--- src/rtl/alu_operand_sequencer.sv ---
// Operand sequencer for the signed ALU comparator: loads A then B from the switch bank, then captures a>=b.
// Latency: a/b update the edge after the load edge is sampled; res_ge/res_valid update one edge later.
// No backpressure: one load edge per press, and edges arriving in the compare cycle are dropped.
//
// Ports:
//   clk        system clock, rising edge
//   reset      asynchronous active-high reset
//   sw         operand value from switch bank (W bits)
//   btn_load   load button level (debounced/synchronised upstream)
//   btn_clr    synchronous clear, active-high; preserves cmp_count
//   ge_in      comparator result, 1 when signed a >= signed b
//   a, b       registered operands driven to the comparator
//   stage      FSM state code: 0=S_A 1=S_B 2=S_CMP 3=S_SHOW
//   res_valid  res_ge holds the result for the current a/b
//   res_ge     captured comparison result
//   cmp_count  completed comparisons, wraps mod 2^CNT_W
module alu_operand_sequencer #(
  parameter int W     = 6,
  parameter int CNT_W = 8
) (
  input  logic             clk,
  input  logic             reset,
  input  logic [W-1:0]     sw,
  input  logic             btn_load,
  input  logic             btn_clr,
  input  logic             ge_in,
  output logic [W-1:0]     a,
  output logic [W-1:0]     b,
  output logic [1:0]       stage,
  output logic             res_valid,
  output logic             res_ge,
  output logic [CNT_W-1:0] cmp_count
);

  typedef enum logic [1:0] {
    S_A    = 2'd0,
    S_B    = 2'd1,
    S_CMP  = 2'd2,
    S_SHOW = 2'd3
  } state_t;

  state_t           r_state;
  logic [W-1:0]     r_a;
  logic [W-1:0]     r_b;
  logic             r_res_valid;
  logic             r_res_ge;
  logic [CNT_W-1:0] r_cmp_count;
  // Resets to 1 so a button held through reset release does not look like a fresh press.
  logic             r_btn_q;

  state_t           w_state_nxt;
  logic [W-1:0]     w_a_nxt;
  logic [W-1:0]     w_b_nxt;
  logic             w_res_valid_nxt;
  logic             w_res_ge_nxt;
  logic [CNT_W-1:0] w_cmp_count_nxt;
  logic             w_load_e;

  assign w_load_e = btn_load & ~r_btn_q;

  always_comb begin
    w_state_nxt     = r_state;
    w_a_nxt         = r_a;
    w_b_nxt         = r_b;
    w_res_valid_nxt = r_res_valid;
    w_res_ge_nxt    = r_res_ge;
    w_cmp_count_nxt = r_cmp_count;

    if (btn_clr) begin
      // Clear wins over a coincident load edge; the comparison counter survives.
      w_state_nxt     = S_A;
      w_a_nxt         = '0;
      w_b_nxt         = '0;
      w_res_valid_nxt = 1'b0;
      w_res_ge_nxt    = 1'b0;
    end else begin
      case (r_state)
        S_A: begin
          if (w_load_e) begin
            w_a_nxt     = sw;
            w_state_nxt = S_B;
          end
        end
        S_B: begin
          if (w_load_e) begin
            w_b_nxt     = sw;
            w_state_nxt = S_CMP;
          end
        end
        S_CMP: begin
          // Comparator has had a full cycle to settle on the new b.
          w_res_ge_nxt    = ge_in;
          w_res_valid_nxt = 1'b1;
          w_cmp_count_nxt = r_cmp_count + CNT_W'(1);
          w_state_nxt     = S_SHOW;
        end
        S_SHOW: begin
          // A press here starts the next pair directly with operand A.
          if (w_load_e) begin
            w_a_nxt         = sw;
            w_res_valid_nxt = 1'b0;
            w_state_nxt     = S_B;
          end
        end
        default: w_state_nxt = S_A;
      endcase
    end
  end

  always_ff @(posedge clk or posedge reset) begin
    if (reset) begin
      r_state     <= S_A;
      r_a         <= '0;
      r_b         <= '0;
      r_res_valid <= 1'b0;
      r_res_ge    <= 1'b0;
      r_cmp_count <= '0;
      r_btn_q     <= 1'b1;
    end else begin
      r_state     <= w_state_nxt;
      r_a         <= w_a_nxt;
      r_b         <= w_b_nxt;
      r_res_valid <= w_res_valid_nxt;
      r_res_ge    <= w_res_ge_nxt;
      r_cmp_count <= w_cmp_count_nxt;
      r_btn_q     <= btn_load;
    end
  end

  assign a         = r_a;
  assign b         = r_b;
  assign stage     = r_state;
  assign res_valid = r_res_valid;
  assign res_ge    = r_res_ge;
  assign cmp_count = r_cmp_count;

endmodule

--- config.mk ---
export PLATFORM = sky130hd
export DESIGN_NAME = alu_operand_sequencer
export DESIGN_NICKNAME = d
export VERILOG_FILES = /design/src/rtl/alu_operand_sequencer.sv
export SDC_FILE = /design/constraint.sdc
export NUM_CORES = 1
export LEC_CHECK = 0
export ABC_AREA = 1
export CORE_MARGIN = 2
export CORE_UTILIZATION = 40
export CTS_BUF_LIST = sky130_fd_sc_hd__clkbuf_4 sky130_fd_sc_hd__clkbuf_8
export DETAILED_ROUTE_END_ITERATION = 7
export MAX_ROUTING_LAYER = met4
export PLACE_DENSITY = 0.69
export SYNTH_ARGS = -nofsm -noshare
export SYNTH_HDL_FRONTEND = slang
export SYNTH_SLANG_ARGS = --single-unit
--- constraint.sdc ---
create_clock -name clk -period 2.02 [get_ports clk]
set_clock_uncertainty 0.15 [all_clocks]
set_input_delay 0.303 -clock clk [delete_from_list [all_inputs] [get_ports clk]]
set_output_delay 0.303 -clock clk [all_outputs]
set_load 0.01 [all_outputs]
[Yosys cells after proc, flatten, opt, wreduce, memory -nomap -nowiden]
Index checks and enable logic that the tools add are counted.
Cells by class
  add/sub/neg operators: 1
  equality and inequality tests: 6
  mux-type cells: 14
  bitwise gates (word level): 3
  reductions and logical operators: 12
Operators with widths (number)
  $mux 6: 5
  $reduce_and 2->1: 5
  $add 8x1->8 const B: 1
  $reduce_bool 2->1: 4
  $mux 2: 3
  $ne 3x3->1 const B: 2
  $pmux 2 s3: 1
  $eq 2x2->1 const B: 2
  $mux 1: 4
  $ne 3x1->1 const B: 1
  $reduce_bool 3->1: 1
  $eq 2x1->1 const B: 1
  $logic_not 2->1: 1
  $not 1->1: 2
  $pmux 1 s2: 1
  $reduce_or 2->1: 1
  $and 1x1->1: 1
Word-level totals
  flip-flop bits (word level): 25
  bits of input ports: 11
  output and inout bits: 24
  logic and storage cells: 43

[Logic depth before layout (Yosys ltp)]
Gate-level depths: netlist of the first run.
  word-level depth: 5
  gate-level depth with buffers: 8
  depth with buffers taken out: 8

[Least setup slack after synthesis of the first run]
No wires, ideal clock.
  kind: register to register
  start: register r_state[0], in the netlist stage[0]
  end: register r_cmp_count[1], in the netlist cmp_count[1]
  setup time: 0.128 ns
  data arrival time: 1.174 ns
  required time: 1.742 ns
  path slack: 0.569 ns
  stages on the path, launching flop included: 5
  buffers on the path: 0
  period minus slack after synthesis: 1.451 ns
  cells stage by stage: dfrtp_1 inv_1 ha_1 nand2_1 mux2_1
Between the ends
  longest elaborated chain between the ends: 2
RTL lines
  from (decl): line 42  | state_t r_state;
  from (signal assigned): line 120  | r_state <= w_state_nxt;
  $eq 2x2->1: line 77  | case (r_state)
  $reduce_and 2->1 (no line)
  to (signal assigned): line 125  | r_cmp_count <= w_cmp_count_nxt;
  to (decl): line 47  | logic [CNT_W-1:0] r_cmp_count;
No other way between the ends.
A chain may end at the register's enable or synchronous reset.

[Worst setup path after layout of the first run]
  start: register r_cmp_count[0], in the netlist cmp_count[0]
  end: output cmp_count[0]
RTL lines
  to (decl): line 32  | output logic [CNT_W-1:0] cmp_count
No word-level cell between the ends.

==> results of run 1 <==
## worst register-to-register path, stage by stage (launching register included)
cell and delay [ns]:
dfrtp_1 0.44, inv_1 0.09, ha_1 0.29, nand3_2 0.13
nor2_4 0.14, nand3_1 0.09, nand2_1 0.08, inv_1 0.04
## report_power, final
part	leakage, nW	switching (W)	internal, W
logic	0.483	0.000173	0.000211
clock network	0.0184	0.000142	0.0000906
registers	0.307	0.0000770	0.000575
total	0.809	0.000392	0.000876
## registers in the layout, indices dropped and copies added, names as in the netlist
signal,flops
cmp_count,8
a,6
b,6
stage,2
r_btn_q,1
res_ge,1
res_valid,1
## worst min-delay path by stage
stage                startpoint                        to  cells after the start
4_1_cts                   reset        res_ge$_DFFE_PP0P_                      3
2_1_floorplan          btn_load         r_btn_q$_DFF_PP1_                      0
3_5_place_dp   a[5]$_DFFE_PP0P_          a[5]$_DFFE_PP0P_                      2
3_3_place_gp   a[5]$_DFFE_PP0P_          a[5]$_DFFE_PP0P_                      2
6_report                  reset     res_valid$_DFFE_PP0P_                      3
5_1_grt                   reset  cmp_count[4]$_DFFE_PP0P_                      3
## final cells by class
type | instances | area [um2] | share of cell area
Tap cell | 31 | 38.8 | 0.0243
Multi-Input combinational cell | 87 | 459 | 0.288
Sequential cell | 25 | 627 | 0.393
Timing Repair Buffer | 36 | 355 | 0.223
Inverter | 21 | 83.8 | 0.0526
Clock buffer | 4 | 30.0 | 0.0188
## placed cells by master, fill, tap and decap left out
cell type and n:
a211oi_1 1, nand3_1 15, nor2_4 2, dfstp_2 1, nor2_1 8, nand3_2 2
mux2_1 1, inv_1 20, xor2_1 2, buf_4 2, nand2_2 4, inv_6 1
o21ai_1 1, clkdlybuf4s50_1 34, nor2_2 1, dfrtp_1 24, xnor2_1 2, ha_1 4
clkbuf_4 4, a21oi_1 4, nor3_1 1, nand2_1 39
## per-stage QoR
stage                     area [um2]  worst slack [ns]  hold WS (ns)
after global placement          1560             0.357         0.355
after floorplan                 1190             0.569         0.157
after detailed placement        1560             0.298         0.354
after global routing            1590             0.165         0.200
final                           1590             0.240         0.177
after CTS                       1590             0.205         0.178
## layer usage
metal  part of all wire  wire length (um)
met5                  0                 0
met4              0.013                31
met3              0.051               122
met2               0.45              1090
met1               0.48              1160
## logic make-up (layout without fill, tap and decap cells)
group / after synthesis / in the layout
xor gates and xnor gates: 4 / 4
buffers and inverters: 23 / 61
DFF: 25 / 25
AOI/OAI and AO/OA: 6 / 6
muxes: 1 / 1
adders and majority gates: 4 / 4
and+or+nand+nor: 72 / 72
==> results.md, run 1 <==
* Nets at 189
* H-tree depth at 1
* Final period util at 0.881
* Pleak at 0.809 nW
* Max clock buf depth at 2
* Synth unique cells at 21
* GR Util met2 at 0.234
* CP Launch Point: cmp_count[0]$_DFFE_PP0P_
* Synthesized cell area at 1190 um2
* Die width at 58.5 um
* Initial Util at 0.426
* Largest stage delay, worst path at 0.56 ns
* Worst EP required at 1.57 ns
* GR Util met1 at 0.236
* Iter 0 DRT Violations at 7
* WL/cell at 11.8 um
* Router iterations before antenna repair at 4
* Gpl congestion at 0.776
* Worst setup EP type: output port
* Status: finished, final reports clean
* Cells after synthesis at 135
* Crit path to: cmp_count[0]
* Utilization after layout at 0.573
* Mux cell area share after synthesis at 0.00949
* First-pass GRT wire length at 4170 um
* Dpl hpwl at 1790 um
* CP Launch Type: register
* Power Dens Cells at 796 nW/um2
* Power Total at 0.00127 W
* DRC at 0
* GR Overflow Total at 0
* # port buffers at 34
* CTS tree: yes
* Share of cells above drive strength 1 at 0.0983
* Post-Syn Nets at 150
* Min Tclk post-route at 1.78 ns
* Post-Synth Adder-Cell Area at 0.0422
* Synth Area in XOR/XNOR at 0.0295
* Root buffer cell: clkbuf_4
* Synth Warn # at 0
* Resized Gates After CTS at 0
* Sequential-to-total area share from yosys stat at 0.528
* CP Cell Sequence: clkdlybuf4s50_1
* Synth Area in Compound Gates at 0.0274
* Fillers at 270
* Core Region at 2780 um2
* Hold Path Class: in2async
* Clk slew on worst S/H paths at 0.13 ns
* Simple-Gate Fraction of Synth Area at 0.278
* Biggest area consumer among synthesized cells: dfrtp_1
* GR peak layer: met1
* Initial antenna violation count at 0
* Non-filler cells, final at 204
* Boundary pin count at 35
* Number of cells on the critical path at 1
* Num Clock Sinks at 25
* # rows at 19
* Vias in the first global route at 926
* Via total after detailed routing at 972
* Total wire length after detailed routing at 2400 um
* Largest net degree at the start of global routing at 26
* Slew Limit Fails at 0
* Post-synth ARST share at 1.00
* Main combinational cell family by area after synthesis: simple AND/OR/NAND/NOR gates
* Top cell type's share of synthesized area at 0.506
* Most common cell in the netlist: nand2_1
* Antenna Nets Post-Route at 0
* Max-cap violations at 0
* Path type of the worst setup path: reg2out
* Synth Area per Inst at 8.79 um2
* Worst r2r path cells at 7
* Crit path buf inv count at 1
* Via-to-Cell Ratio at 4.76
* Synth area leaders: dfrtp_1 (51%), nand2_1 (12%), inv_1 (6.3%)
* Top delay family on crit path: buffers and inverters
* Slew margin rel. at 0.784
* Crit Path Max Fanout at 4
* Area Growth Syn to Fin at 34.4%
* R2R Path End: cmp_count[5]$_DFFE_PP0P_
* Chip height at 58.5 um
* Unrepaired setup endpoints after global routing: false
* Final hold violations at 0
* CP max stage cell: clkdlybuf4s50_1
* Hold buffer count at cts at 0
* Placed insts at 200
* Die Footprint at 3420 um2
* Most common library cells after synthesis: nand2_1 (39), dfrtp_1 (24), inv_1 (20), nand3_1 (15), nor2_1 (8)
* Main synth FF type: dfrtp_1
* Post-CTS setup repair buffer count at 0
* Endpoints failing setup at 0
* N_diodes at 0
* Reg-to-reg slack, setup at 0.49 ns
* Worst skew pair latency at 0.31 ns
* Worst-Margin Slew at 0.323 ns
* CP arrival at 1.33 ns
* Worst VDD drop at 0.520 mV
* Tot GR Track Use at 0.165
* Met3 usage at 0.0286
* Worst R2R Start: stage[0]$_DFFE_PP0P_
* Post-synth EDFFs at 0
* Synthesis-stage register bit count at 25
* Num CTS Buffers at 3
* Final setup TNS at 0 ns
* FMAX at 562 MHz
(Power assumes the default switching activity.)
==> inputs of run 2 (changes only) <==
Settings changed: CORE_UTILIZATION 40 to 52, PLACE_DENSITY 0.69 to 0.87.
==> run 2 against run 1 <==
Fmax is 0.23% higher. Largest power group unchanged. Cell count is 1.5% lower. Non-clock buffer count unchanged. Via count rose by 1.5%. Combinational power barely moved. Utilization up 15 points. Highest routed layer unchanged. Hold slack got worse by 0.013 ns. Count of clock-buffer cells in the layout is 1 lower.
==> results.md, run 2 (synthesis results as in run 1) <==
* Number of flip-flops in the largest register at 8
* Path type of the worst setup path: reg2out
* Worst-Margin Slew at 0.309 ns
* Pre-CTS setup slack at 0.328 ns
* R2R Path End: cmp_count[1]$_DFFE_PP0P_
* Slack of the critical path at 0.245 ns
* Largest stage delay, worst path at 0.57 ns
* Met3 usage at 0.0259
* Crit Path Max Fanout at 4
* Antenna Nets Post-Route at 0
* Largest net degree at the start of global routing at 26
* Router iterations before antenna repair at 4
* Worst EP required at 1.57 ns
* Final setup TNS at 0 ns
* # port buffers at 34
* N_diodes at 0
* Total wire length after detailed routing at 2270 um
* Vias in the first global route at 945
* Max clock buf depth at 2
* Boundary pin count at 35
* Worst R2R Start: stage[0]$_DFFE_PP0P_
* Worst r2r path cells at 4
* Iter 0 DRT Violations at 14
* Slew margin rel. at 0.794
* Num Clock Sinks at 25
* Die width at 51.8 um
* Slew Limit Fails at 0
* Worst VDD drop at 0.571 mV
* Core Region at 2190 um2
* CP arrival at 1.32 ns
* GR Util met2 at 0.370
* Clk slew on worst S/H paths at 0.14 ns
* Hold buffer count at cts at 0
* First-pass GRT wire length at 3870 um
* Share of cells above drive strength 1 at 0.0983
* CTS tree: yes
* Placed insts at 197
* Worst setup EP type: output port
* Crit path buf inv count at 1
* Root buffer cell: clkbuf_4
* Final period util at 0.879
* GR peak layer: met2
* Hold Path Class: in2async
* Unrepaired setup endpoints after global routing: false
* Commonest non-fill, non-tap cell in the layout: nand2_1
* CP max stage cell: clkdlybuf4s50_1
* GR Util met1 at 0.231
* Via total after detailed routing at 987
* Gpl congestion at 0.803
* GR Overflow Total at 0
* Min Tclk post-route at 1.78 ns
* Die Footprint at 2680 um2
* Dpl hpwl at 1790 um
* Nets at 189
* Non-filler cells, final at 201
* Initial Util at 0.541
* H-tree depth at 1
* Power Dens Cells at 788 nW/um2
* DRC at 0
* Pleak at 0.804 nW
* Area Growth Syn to Fin at 34.1%
* Chip height at 51.8 um
* Reg-to-reg slack, setup at 0.50 ns
* Power Total at 0.00125 W
* # rows at 17
* CP Launch Type: register
* Post-CTS setup repair buffer count at 0
* Initial antenna violation count at 0
* Worst skew pair latency at 0.30 ns
* Status: finished, final reports clean
* CP Cell Sequence: clkdlybuf4s50_1
* Endpoints failing setup at 0
* Num CTS Buffers at 3
* Max-cap violations at 0
* Top delay family on crit path: buffers and inverters
* WL/cell at 11.3 um
* Tot GR Track Use at 0.197
* Final hold violations at 0
* Commonest cells after routing, fill and taps aside: nand2_1 (39), clkdlybuf4s50_1 (34), dfrtp_1 (24)
* Via-to-Cell Ratio at 4.91
* FMAX at 563 MHz
* Resized Gates After CTS at 0
## run 2: worst max path at each step
stage                                   startpoint                  endpoint  depth (start not counted)
final                     cmp_count[2]$_DFFE_PP0P_              cmp_count[2]                          1
after global routing      cmp_count[3]$_DFFE_PP0P_              cmp_count[3]                          1
after CTS                 cmp_count[0]$_DFFE_PP0P_              cmp_count[0]                          1
after detailed placement                  btn_load          b[5]$_DFFE_PP0P_                          7
after global placement                     btn_clr  cmp_count[1]$_DFFE_PP0P_                          4
after floorplan               stage[0]$_DFFE_PP0P_  cmp_count[1]$_DFFE_PP0P_                          4
## run 2: layer usage
metal | vias up | share of wire | wire [um]
met2 | 29 | 0.50 | 1140
met5 | - | 0 | 0
met3 | 2 | 0.049 | 112
met4 | 0 | 0.0022 | 5
met1 | 466 | 0.45 | 1020
li1 | 490 | - | -
## run 2: metrics by stage
stage	utilization	instance area, um2	hold slack, ns
final	0.726	1590	0.164
after global routing	0.726	1590	0.176
after CTS	0.726	1590	0.172
after detailed placement	0.712	1560	0.357
after global placement	0.712	1560	0.354
after floorplan	-	1190	0.157
## run 2: layout make-up
class | instances | area, um2
inverters | 21 | 83.8
flip-flops and latches | 25 | 627
clock buffers | 3 | 22.5
repair buffers | 36 | 355
fillers | 174 | 601
well taps | 28 | 35.0
multi-input cells | 87 | 459
clock inverters | 1 | 7.51
## run 2: where the power goes
| group | switching (W) | internal, W | leakage [nW] |
|---|---|---|---|
| logic | 0.000172 | 0.000211 | 0.483 |
| registers | 0.0000776 | 0.000575 | 0.307 |
| clock network | 0.000142 | 0.0000752 | 0.0139 |
| total | 0.000392 | 0.000862 | 0.804 |
